===== src/rtl/stream_mux_pkg.sv =====
// ---------------------------------------------------------------------------
// stream_mux_pkg
//   Shared definitions for the N-to-1 stream multiplexer.
//   - mode_e : arbitration mode (external select or round-robin)
// ---------------------------------------------------------------------------
package stream_mux_pkg;

  typedef enum logic {
    MODE_SEL = 1'b0,  // channel chosen by the external sel input
    MODE_RR  = 1'b1   // channel chosen by round-robin search
  } mode_e;

  localparam int N_MIN = 2;
  localparam int N_MAX = 8;
  localparam int W_MIN = 1;
  localparam int W_MAX = 32;

endpackage : stream_mux_pkg


===== src/rtl/rr_arbiter.sv =====
// ---------------------------------------------------------------------------
// rr_arbiter
//   Combinational round-robin priority search. Starting just after the last
//   granted channel (ptr), picks the first requesting channel, wrapping
//   modulo N.
//
// Ports
//   req       in  [N-1:0]   per-channel request
//   ptr       in  [SW-1:0]  last granted channel (0..N-1)
//   grant     out [N-1:0]   one-hot grant, all-zero when nothing requests
//   grant_idx out [SW-1:0]  index of the granted channel (0 when no grant)
// ---------------------------------------------------------------------------
module rr_arbiter #(
  parameter int N  = 4,
  parameter int SW = $clog2(N)
) (
  input  logic [N-1:0]  req,
  input  logic [SW-1:0] ptr,
  output logic [N-1:0]  grant,
  output logic [SW-1:0] grant_idx
);

  logic          found;
  logic [SW-1:0] idx;

  // NOTE: every variable driven here gets a default before the loop; a path
  // that skips an assignment would otherwise infer a latch.
  always_comb begin
    grant     = '0;
    grant_idx = '0;
    found     = 1'b0;
    idx       = '0;
    // Offsets 1..N visit ptr+1 first and ptr itself last.
    for (int k = 1; k <= N; k++) begin
      idx = SW'((int'(ptr) + k) % N);
      if (!found && req[idx]) begin
        found      = 1'b1;
        grant[idx] = 1'b1;
        grant_idx  = idx;
      end
    end
  end

endmodule : rr_arbiter


===== src/rtl/stream_mux_nto1.sv =====
// ---------------------------------------------------------------------------
// stream_mux_nto1
//   N-to-1 valid/ready stream multiplexer with a single registered output
//   stage. Channel choice is either an external index (SEL mode) or a
//   round-robin search (RR mode). Sustains one word per cycle when the
//   downstream is ready.
//
// Ports
//   clk        in   clock, rising edge
//   rst_n      in   synchronous active-low reset
//   mode       in   0 = SEL, 1 = RR (see stream_mux_pkg::mode_e)
//   sel        in   [SW-1:0]  channel index used in SEL mode
//   in_valid   in   [N-1:0]   per-channel valid
//   in_data    in   [N*W-1:0] channel i at bits [i*W +: W]
//   in_ready   out  [N-1:0]   per-channel ready (combinational, one-hot or 0)
//   out_valid  out  output register holds a word
//   out_data   out  [W-1:0]   registered word
//   out_chan   out  [SW-1:0]  source channel of out_data
//   out_ready  in   downstream accepts
// ---------------------------------------------------------------------------
module stream_mux_nto1
  import stream_mux_pkg::*;
#(
  parameter  int N  = 4,
  parameter  int W  = 8,
  localparam int SW = $clog2(N)
) (
  input  logic           clk,
  input  logic           rst_n,
  input  logic           mode,
  input  logic [SW-1:0]  sel,
  input  logic [N-1:0]   in_valid,
  input  logic [N*W-1:0] in_data,
  output logic [N-1:0]   in_ready,
  output logic           out_valid,
  output logic [W-1:0]   out_data,
  output logic [SW-1:0]  out_chan,
  input  logic           out_ready
);

  mode_e         cur_mode;
  logic          load_en;
  logic [SW-1:0] ptr;

  logic [N-1:0]  rr_grant;
  logic [SW-1:0] rr_idx;
  logic [N-1:0]  sel_grant;
  logic [SW-1:0] sel_idx;

  logic [N-1:0]  grant;
  logic [SW-1:0] grant_idx;
  logic          grant_any;
  logic [W-1:0]  grant_data;

  assign cur_mode = mode_e'(mode);

  // Output register can take a word when empty or being drained this cycle.
  assign load_en = !out_valid || out_ready;

  rr_arbiter #(
    .N  (N),
    .SW (SW)
  ) u_rr_arbiter (
    .req       (in_valid),
    .ptr       (ptr),
    .grant     (rr_grant),
    .grant_idx (rr_idx)
  );

  // SEL-mode grant. Comparing sel against each legal index (rather than
  // indexing in_valid[sel]) keeps an out-of-range sel from reading past the
  // vector and yields a clean "no grant".
  always_comb begin
    sel_grant = '0;
    sel_idx   = '0;
    for (int i = 0; i < N; i++) begin
      if (sel == SW'(i) && in_valid[i]) begin
        sel_grant[i] = 1'b1;
        sel_idx      = SW'(i);
      end
    end
  end

  assign grant     = (cur_mode == MODE_RR) ? rr_grant : sel_grant;
  assign grant_idx = (cur_mode == MODE_RR) ? rr_idx   : sel_idx;
  assign grant_any = |grant;

  // in_ready is forced low during reset so nothing is consumed upstream
  // while the output register is being cleared.
  assign in_ready = (rst_n && load_en) ? grant : '0;

  always_comb begin
    grant_data = '0;
    for (int i = 0; i < N; i++) begin
      if (grant_idx == SW'(i)) begin
        grant_data = in_data[i*W +: W];
      end
    end
  end

  // NOTE: state registers use non-blocking assignments so every flop samples
  // the pre-edge value of its inputs regardless of statement order.
  always_ff @(posedge clk) begin
    if (!rst_n) begin
      out_valid <= 1'b0;
      out_data  <= '0;
      out_chan  <= '0;
      // Seeding ptr with the last channel makes the first RR search start at 0.
      ptr       <= SW'(N - 1);
    end else if (load_en) begin
      if (grant_any) begin
        out_valid <= 1'b1;
        out_data  <= grant_data;
        out_chan  <= grant_idx;
        if (cur_mode == MODE_RR) begin
          ptr <= grant_idx;
        end
      end else begin
        // Drained with nothing to replace it: data/chan keep their last value.
        out_valid <= 1'b0;
      end
    end
  end

endmodule : stream_mux_nto1


===== config.mk =====
export PLATFORM = sky130hd
export DESIGN_NAME = stream_mux_nto1
export DESIGN_NICKNAME = d
export VERILOG_FILES = /design/src/rtl/stream_mux_pkg.sv /design/src/rtl/rr_arbiter.sv /design/src/rtl/stream_mux_nto1.sv
export SDC_FILE = /design/constraint.sdc
export NUM_CORES = 1
export LEC_CHECK = 0
export ABC_AREA = 1
export CAP_MARGIN = 15
export CELL_PAD_IN_SITES_DETAIL_PLACEMENT = 2
export CELL_PAD_IN_SITES_GLOBAL_PLACEMENT = 2
export CORE_UTILIZATION = 24
export DETAILED_ROUTE_END_ITERATION = 6
export PLACE_DENSITY_LB_ADDON = 0.2
export SKIP_CTS_REPAIR_TIMING = 1
export SYNTH_ARGS = -nofsm -noshare
export SYNTH_HDL_FRONTEND = slang
export SYNTH_SLANG_ARGS = --single-unit

===== constraint.sdc =====
create_clock -name clk -period 5.2 [get_ports clk]
set_input_delay 1.3 -clock clk [delete_from_list [all_inputs] [get_ports clk]]
set_output_delay 1.3 -clock clk [all_outputs]
set_load 0.03 [all_outputs]

==> results.md <==
### Outcome
• outcome: finished clean

### Worst hold path
• Worst Hold Depth: 2
• HP Class: reg2reg

### Floorplan
• count of pins on the block boundary: 57
• core area: 5956 um^2
• Chip Height: 80.90 um
• DIE AREA: 6544 um^2
• Die Span X: 80.90 um
• initial core utilization: 25.08%
• Row Count: 28

### Clocking
• sink count of the clock tree: 13
• CTS Root Buffer Type: clkbuf_8
• insertion delay to the later sink of the worst-skew pair: 0.25 ns
• H-tree levels: 1
• CTS max path bufs: 2
• CTS tree: built
• Num CTS Buffers: 3
• CTS clock-pin slew for the worst setup and hold paths: 0.06 ns

### STA
• max-slew violation count: 0
• time the final worst path needs with I/O delays and setup: 4.913 ns
• Final Hold Viols: 0
• clock skew after layout: 0.004375 ns
• Least-Margin Pin Slew: 0.7787 ns
• RSZ-0062 raised after global routing: false
• number of failing setup endpoints in the final timing report: 0
• worst slew margin relative to its limit: 47.98%
• Period Utilization, post-route: 94.47%
• maximum clock frequency: 203.6 MHz
• total negative setup slack: 0 ns

### Routing
• detailed route wirelength on metal2: 2.601 mm
• detailed-route wire length: 5.496 mm
• per-cell routed wire length: 15.22 um
• total via count in the routed design: 1,741
• count of unresolved DRC violations after routing: 0
• antenna violation net count after detailed routing: 0
• vias per cell: 4.823
• highest routing layer actually used: met4
• Initial DRT Pass Iterations: 4
• met3 wire length: 167 um
• DRC marker count from the first detailed-route iteration: 42
• Met1 Routed Length: 2.702 mm

### Global routing
• global route total overflow: 0
• wire length of the first global-routing pass: 9.101 mm
• initial antenna violation count: 0
• vias in the first global route: 1,853
• Total GRT Usage: 17.86%
• pin count of the biggest net entering global routing: 21

### Finish
• net count reported at finish: 337
• Final Util: 35.78%
• Layout Area Growth over Synthesis: 42.63%
• antenna diode instance count: 0
• layout cells sized above 1: 15.38%

### Synthesis
• count of state elements after synthesis: 13
• most area-consuming cells after synthesis: dfxtp_1, nand2_1, nand3_1, ha_1, nand2_2
• number of flops mapped to enable cells by yosys: 0
• fraction of post-synthesis cell area in the top cell type by area: 17.42%
• library cell with the largest summed area after synthesis: dfxtp_1
• share of async-settable or async-resettable flops after synthesis: 0%
• list of most frequent post-synthesis cells: nand2_1, nand3_1, inv_1
• sequential area share after synthesis: 17.42%
• dominant register cell in the synthesized netlist: dfxtp_1
• number of warning messages in the yosys log: 0
• Netlist Area Pre-Place: 1494 um^2
• Yosys cell types: 28
• number of standard cells after synthesis: 231
• most used standard cell by instance count after synthesis: nand2_1
• net count after synthesis: 281
• post-synthesis area per instance: 6.467 um^2

### Setup path
• Critical Path Source Type: primary input
• logic depth of the worst register-to-register path: 15
• type of destination of the critical path: output pin
• required time of the critical path: 3.90 ns
• crit path DAT: 3.61 ns
• critical path type: in2out
• critical path fanouts, max: 8

### Pwr
• maximum VDD drop: 0.1597 mV
• leakage power: 0.9208 nW
• pwr/cell area: 457.0 nW/um^2

### Placement
• sum of net half-perimeters after detailed placement: 4.492 mm
• final estimated routing congestion in global placement: 0.7968
• Port Buffers: 56

### Run
• number of maximum-capacitance violations: 0

==> worst max-delay path: stages <==
cell,delay (ns)
clkdlybuf4s50_1,0.50
inv_2,0.09
nand2_1,0.07
nand3_1,0.16
nand2_4,0.11
inv_2,0.09
nand2_2,0.05
nor2_2,0.16
nand2_1,0.07
nand3_1,0.08
nand2_1,0.08
a21oi_1,0.17
clkdlybuf4s50_1,0.69
==> final timing paths <==
check         startpoint          end  slack (ns)
max reg2reg       ptr[1]  out_data[6]        2.00
max          in_valid[0]  in_ready[2]        0.29
min reg2reg  out_data[4]  out_data[4]        0.47
min          out_data[4]  out_data[4]        0.47
==> cells in the final DEF (no fill, tap or decap) <==
cell type	Yosys	routed
a21boi_1	5	5
a21oi_1	12	12
a21oi_4	1	1
buf_4	1	2
clkbuf_1	0	1
clkbuf_8	0	3
clkdlybuf4s50_1	0	56
dfxtp_1	13	13
ha_1	8	8
inv_1	18	18
inv_2	4	4
inv_4	1	1
nand2_1	57	57
nand2_2	14	14
nand2_4	5	5
nand3_1	39	39
nand3_2	5	5
nand3_4	1	1
nand4_1	12	12
nor2_1	9	9
nor2_2	5	5
nor2_4	2	2
nor3_1	3	3
nor4_1	1	1
o21a_1	1	1
o21ai_0	5	5
o21ai_1	2	2
or2_2	1	1
==> registers in the layout, indices dropped and copies added, names as in the netlist <==
| register | count |
|---|---|
| out_chan | 2 |
| out_data | 8 |
| out_valid | 1 |
| ptr | 2 |
==> cells by family (layout without fill, tap and decap cells) <==
logic type	after synthesis	count (layout)	synth area share [%]
DFF	13	13	17.42
and+or+nand+nor	154	154	54.27
adders and majority gates	8	8	6.700
AOI/OAI and AO/OA	26	26	10.47
buffers and inverters	30	85	11.14
==> per-layer routing <==
metal	vias to the layer above	GRT usage, %
li1	876	-
met1	826	24.35
met2	35	30.34
met3	4	2.921
met4	0	1.607
met5	-	0
==> where the power goes <==
part	leakage (nW)	switching [mW]	total [mW]	internal, mW
Sequential	0.107	0.0306	0.168	0.137
Clock	0.0228	0.0404	0.0947	0.0543
Combinational	0.791	0.459	0.711	0.252
==> final cells by class <==
| class | instances | area [um^2] |
|---|---|---|
| fillers | 735 | 3825 |
| multi-input cells | 188 | 1067 |
| repair buffers | 58 | 575.6 |
| flip-flops and latches | 13 | 260.3 |
| well taps | 75 | 93.84 |
| inverters | 23 | 88.84 |
| clock buffers | 4 | 45.04 |
==> stage by stage <==
stage | setup WS, ns | total power, mW | area, um^2 | hold WS [ns] | cells
2_1_floorplan | 1.349 | 0.6984 | 1494 | 0.5841 | 231
3_3_place_gp | 0.3410 | 0.8772 | 2086 | 0.4577 | 357
3_5_place_dp | 0.2782 | 0.8915 | 2086 | 0.4658 | 357
4_1_cts | 0.2709 | 0.9899 | 2131 | 0.4731 | 361
5_1_grt | 0.1226 | 1.062 | 2131 | 0.4835 | 361
6_report | 0.2874 | 0.9738 | 2131 | 0.4710 | 361
No activity file was read; power rests on OpenSTA's default activity.
